==> src/rtl/instr_mem_loader_pkg.sv <==
// Shared types for the instruction memory loader.
// The state encoding is identical whether or not LDR_CHECKSUM_EN is defined.
package instr_mem_loader_pkg;

    typedef enum logic [1:0] {
        LDR_IDLE   = 2'd0,
        LDR_LOAD   = 2'd1,
        LDR_CHECK  = 2'd2,
        LDR_FINISH = 2'd3
    } loader_state_t;

endpackage

==> src/rtl/instr_mem_loader_register_custom_width.sv <==
// Generic enabled register with synchronous active-high reset.
module register_custom_width #(
    parameter int WIDTH = 8
) (
    input  logic             clk_i,
    input  logic             reset_i,
    input  logic             en_i,
    input  logic [WIDTH-1:0] d_i,
    output logic [WIDTH-1:0] q_o
);

    always_ff @(posedge clk_i) begin
        if (reset_i) begin
            q_o <= '0;
        end else if (en_i) begin
            q_o <= d_i;
        end
    end

endmodule

==> src/rtl/instr_mem_loader.sv <==
// Writes a byte stream into the CPU instruction memory while holding the CPU in reset.
// Define LDR_CHECKSUM_EN to expect a trailing checksum beat and report mismatches on error_o.
//
// state      | meaning
// LDR_IDLE   | CPU running, waiting for start
// LDR_LOAD   | accepting data beats, one memory write per beat
// LDR_CHECK  | accepting the checksum beat (LDR_CHECKSUM_EN only)
// LDR_FINISH | one-cycle done pulse, CPU still held
module instr_mem_loader
    import instr_mem_loader_pkg::*;
#(
    parameter int ADDR_WIDTH = 4,
    parameter int DATA_WIDTH = 8
) (
    input  logic                  clk_i,
    input  logic                  reset_i,
    input  logic                  start_i,
    input  logic [ADDR_WIDTH:0]   len_i,
    input  logic                  in_valid_i,
    input  logic [DATA_WIDTH-1:0] in_data_i,
    output logic                  in_ready_o,
    output logic                  mem_we_o,
    output logic [ADDR_WIDTH-1:0] mem_addr_o,
    output logic [DATA_WIDTH-1:0] mem_wdata_o,
    output logic                  cpu_hold_o,
    output logic                  busy_o,
    output logic                  done_o,
    output logic                  error_o
);

    localparam int                DEPTH   = 2 ** ADDR_WIDTH;
    localparam logic [ADDR_WIDTH:0] DEPTH_L = (ADDR_WIDTH + 1)'(DEPTH);

    loader_state_t         state_q, state_d;
    logic [ADDR_WIDTH-1:0] count_q, count_d;
    logic [ADDR_WIDTH:0]   len_q, len_d;
    logic                  len_en;
    logic                  last_beat;

    assign len_d     = (len_i > DEPTH_L) ? DEPTH_L : len_i;
    assign last_beat = ({1'b0, count_q} == (len_q - 1'b1));

    register_custom_width #(
        .WIDTH (ADDR_WIDTH + 1)
    ) u_len_reg (
        .clk_i   (clk_i),
        .reset_i (reset_i),
        .en_i    (len_en),
        .d_i     (len_d),
        .q_o     (len_q)
    );

    always_ff @(posedge clk_i) begin
        if (reset_i) begin
            state_q <= LDR_IDLE;
            count_q <= '0;
        end else begin
            state_q <= state_d;
            count_q <= count_d;
        end
    end

    always_comb begin
        state_d     = state_q;
        count_d     = count_q;
        len_en      = 1'b0;
        in_ready_o  = 1'b0;
        mem_we_o    = 1'b0;
        mem_addr_o  = '0;
        mem_wdata_o = '0;
        done_o      = 1'b0;
        case (state_q)
            LDR_IDLE: begin
                if (start_i) begin
                    len_en  = 1'b1;
                    count_d = '0;
                    state_d = (len_d == '0) ? LDR_FINISH : LDR_LOAD;
                end
            end
            LDR_LOAD: begin
                in_ready_o = 1'b1;
                if (in_valid_i) begin
                    mem_we_o    = 1'b1;
                    mem_addr_o  = count_q;
                    mem_wdata_o = in_data_i;
                    // count wraps naturally at DEPTH; last_beat exits before any re-write
                    count_d     = count_q + 1'b1;
                    if (last_beat) begin
`ifdef LDR_CHECKSUM_EN
                        state_d = LDR_CHECK;
`else
                        state_d = LDR_FINISH;
`endif
                    end
                end
            end
            LDR_CHECK: begin
                in_ready_o = 1'b1;
                if (in_valid_i) begin
                    state_d = LDR_FINISH;
                end
            end
            LDR_FINISH: begin
                done_o  = 1'b1;
                state_d = LDR_IDLE;
            end
            default: state_d = LDR_IDLE;
        endcase
    end

    assign busy_o     = (state_q != LDR_IDLE);
    assign cpu_hold_o = (state_q != LDR_IDLE);

`ifdef LDR_CHECKSUM_EN
    logic [DATA_WIDTH-1:0] sum_q, sum_d;
    logic                  error_q, error_d;

    always_comb begin
        sum_d   = sum_q;
        error_d = error_q;
        if (state_q == LDR_IDLE && start_i) begin
            sum_d   = '0;
            error_d = 1'b0;
        end else if (state_q == LDR_LOAD && in_valid_i) begin
            sum_d = sum_q + in_data_i;
        end else if (state_q == LDR_CHECK && in_valid_i && (in_data_i != sum_q)) begin
            error_d = 1'b1;
        end
    end

    always_ff @(posedge clk_i) begin
        if (reset_i) begin
            sum_q   <= '0;
            error_q <= 1'b0;
        end else begin
            sum_q   <= sum_d;
            error_q <= error_d;
        end
    end

    assign error_o = error_q;
`else
    assign error_o = 1'b0;
`endif

endmodule

==> config.mk <==
export PLATFORM = sky130hd
export DESIGN_NAME = instr_mem_loader
export DESIGN_NICKNAME = d
export VERILOG_FILES = /design/src/rtl/instr_mem_loader_pkg.sv /design/src/rtl/instr_mem_loader_register_custom_width.sv /design/src/rtl/instr_mem_loader.sv
export SDC_FILE = /design/constraint.sdc
export NUM_CORES = 1
export LEC_CHECK = 0
export BUFFER_PORTS_ARGS = -buffer_cell sky130_fd_sc_hd__buf_2
export CAP_MARGIN = 30
export CORE_AREA = 2 2 46 48
export DETAILED_ROUTE_END_ITERATION = 6
export DIE_AREA = 0 0 48 50
export GPL_TIMING_DRIVEN = 0
export PLACE_DENSITY = 0.76
export REMOVE_ABC_BUFFERS = 1
export SLEW_MARGIN = 20
export SYNTH_ARGS = -nofsm -noshare
export SYNTH_HDL_FRONTEND = slang
export SYNTH_SLANG_ARGS = --single-unit
==> constraint.sdc <==
create_clock -name clk_i -period 2.4 [get_ports clk_i]
set_input_delay 0.48 -clock clk_i [delete_from_list [all_inputs] [get_ports clk_i]]
set_output_delay 0.48 -clock clk_i [all_outputs]
set_load 0.05 [all_outputs]
==> out/results.ini <==
[clock_tree]
cts_sinks = 11
holdBufCountCts = 0
clockBufferDepth = 2
post_cts_buffers = 0
ctsResizeCount = 0
path_clk_slew_ns = 0.07
cts-root-buf = clkbuf_4
cts_tree = built
cts_inserted_buffers = 3
htreeDepth = 1
clk_latency_ns = 0.27

[critical_path]
required_ns = 1.92
startpoint = state_q[1]$_SDFFE_PP0P_
reg2reg_depth = 7
cpMaxStageDelayCell = ha_1
critical_path_class = flop to output port
end_kind = output port
critPathMaxStageDelay_ns = 0.49
timing.rr.start = state_q[1]$_SDFFE_PP0P_
crit_chain = inv_1 > ha_1 > and3_1 > buf_2
startpoint_type = flop
crit_fanout = 20
cp.arrival_ns = 1.71

[grt]
grt_overflow = 0
grt_pass1_vias = 717
antenna_found_initial = 0
grt_pass1_wl_microns = 3010
grt_usage_pct = 16.7
grt_max_degree = 21

[power]
combinationalPowerShare_pct = 61.8
power_density_nw_per_um2 = 927
seq_power_share_pct = 25.1
vdd_ir_drop_max_mv = 0.544
p_int_w = 0.000444
switching_share_pct = 53.7
pwr-share-clk_pct = 13.1
p_leak_nw = 0.518
switchingPower_w = 0.000516

[logic_synthesis]
yosysTopAreaCellShare_pct = 25.7
ys_seq_elements = 11
yosysUniqueCellTypes = 33
yosys-top-cells-area = dfxtp_1 26%, ha_1 10%, and3_1 8.0%, nor2_1 4.4%, a21oi_1 4.1%
syn_avg_cell_area_sq_um = 8.00
yosys_warnings = 0
syn_area_sq_um = 856
yosysTopAreaCell = dfxtp_1
synthCells = 107
ys_seq_area_share_pct = 25.7

[finish]
fillers = 188
regArea_sq_um = 220
multi_input_area_sq_um = 568
final_util_pct = 54.5
most-common-layout-cells = 33 x buf_2, 11 x and3_1, 11 x dfxtp_1
antenna_cells = 0
drive_gt1_share_pct = 30.9
syn2layout_area_growth_pct = 21.1
layout.nets = 161
final_common_cell = buf_2

[floorplanning]
ioPinCount = 35
num_rows = 16
core_sq_um = 1900
start_util_pct = 45.0
die_h_microns = 50
dieArea_sq_um = 2400
dieWidth_microns = 48

[detailed_routing]
dr.pass1.iters = 4
wl_met2_microns = 922
vias = 807
routed_wl_microns = 1770
top_layer_used = met3
wire_per_inst_microns = 10.9
drtIter0Drc = 16
via_per_inst = 4.95
wl_met1_microns = 783
antenna_left = 0
route.detailed.drc = 0
wl_met3_microns = 67

[sta]
post-route-period-util_pct = 91.3
hold_viol_final = 0
setup-violations-final = 0
skew_ns = 0.000475
timing.hold.ws_ns = 0.478
fin_crit_ns = 2.19
worst_pin_slew_ns = 0.531
rsz0062_at_grt = false
max_slew_margin_pct = 64.6
finalSetupTns_ns = 0
drv_slew = 0
fmax_mhz = 457
worst_slack_ns = 0.210

[placed_design]
io_buffers = 33
gp_congestion = 0.754
dp_slack_ns = 0.258
dpl.hpwl_microns = 1410

[flow_run]
max_cap_viol_count = 0

[min_path]
min_path_cells = 2
hold_path_class = flop to flop
hold_start = u_len_reg.q_o[4]$_SDFFE_PP0P_

[run_status]
status = finished clean

## through the flow
step	std cells	power (W)	cell area [sq um]
global route	163	0.00103	1040
floorplan	99	0.000719	811
global placement	159	0.000826	1010
CTS	163	0.000972	1040
finish	163	0.000961	1040
detailed placement	159	0.000844	1010
## cells in the mapped netlist, drive strengths merged
master,count
o21bai,1
mux2i,1
or2,1
o21ba,1
nor2,10
a2111oi,1
inv,6
and2,1
conb,1
a21oi,7
o21ai,5
and4,1
buf,4
nor2b,2
xor2,3
a211oi,2
nand4,1
or4,1
a32o,1
xnor2,4
nand2b,1
clkbuf,4
and3,12
a221o,1
nor3b,4
nor3,4
nand2,7
dfxtp,11
nand3,2
ha,7
## final timing paths
check	endpoint	slack [ns]
setup / recovery	mem_wdata_o[5]	0.21
setup reg to reg	state_q[0]$_SDFFE_PP0P_	0.26
hold reg to reg	u_len_reg.q_o[4]$_SDFFE_PP0P_	0.48
hold / removal	u_len_reg.q_o[4]$_SDFFE_PP0P_	0.48
## kinds of logic after synthesis
| family | synth area share (%) |
|---|---|
| compound gates | 17.5 |
| flops | 25.7 |
| xor+xnor | 7.16 |
| mux | 1.17 |
| fa+ha+maj | 10.2 |
| buf+inv | 7.89 |
| simple gates | 29.8 |
| other cells | 0.438 |
## flip-flops by register name (all words and copies together), names as in the netlist
name           cells
count_q            4
u_len_reg.q_o      5
state_q            2
## worst max-delay path, delay by kind of cell (launching register included)
kind / cells / cell delay (ns)
adders and majority gates: 1 / 0.49
DFF: 1 / 0.35
buffers and inverters: 2 / 0.35
and+or+nand+nor: 1 / 0.24
## metal layers
layer  vias up  track usage, %
li1        427               -
met1       367            21.1
met2        13            27.3
met3         0            5.49
met4         0            2.70
met5         -               0
## power by group through the flow
stage / sequential [W] / clock (W) / combinational, W
3_3_place_gp: 0.000244 / 0 / 0.000582
4_1_cts: 0.000241 / 0.000131 / 0.000600
3_5_place_dp: 0.000246 / 0 / 0.000598
6_report: 0.000241 / 0.000126 / 0.000593
5_1_grt: 0.000245 / 0.000142 / 0.000647
2_1_floorplan: 0.000238 / 0 / 0.000481
## layout make-up
cell class	count	share of cell area, %
inverter	6	2.17
clock buffer	4	2.54
multi-input combinational	82	54.8
tap	27	3.26
timing repair buffer	33	15.9
sequential	11	21.3
Power figures use the tool's default switching activity.
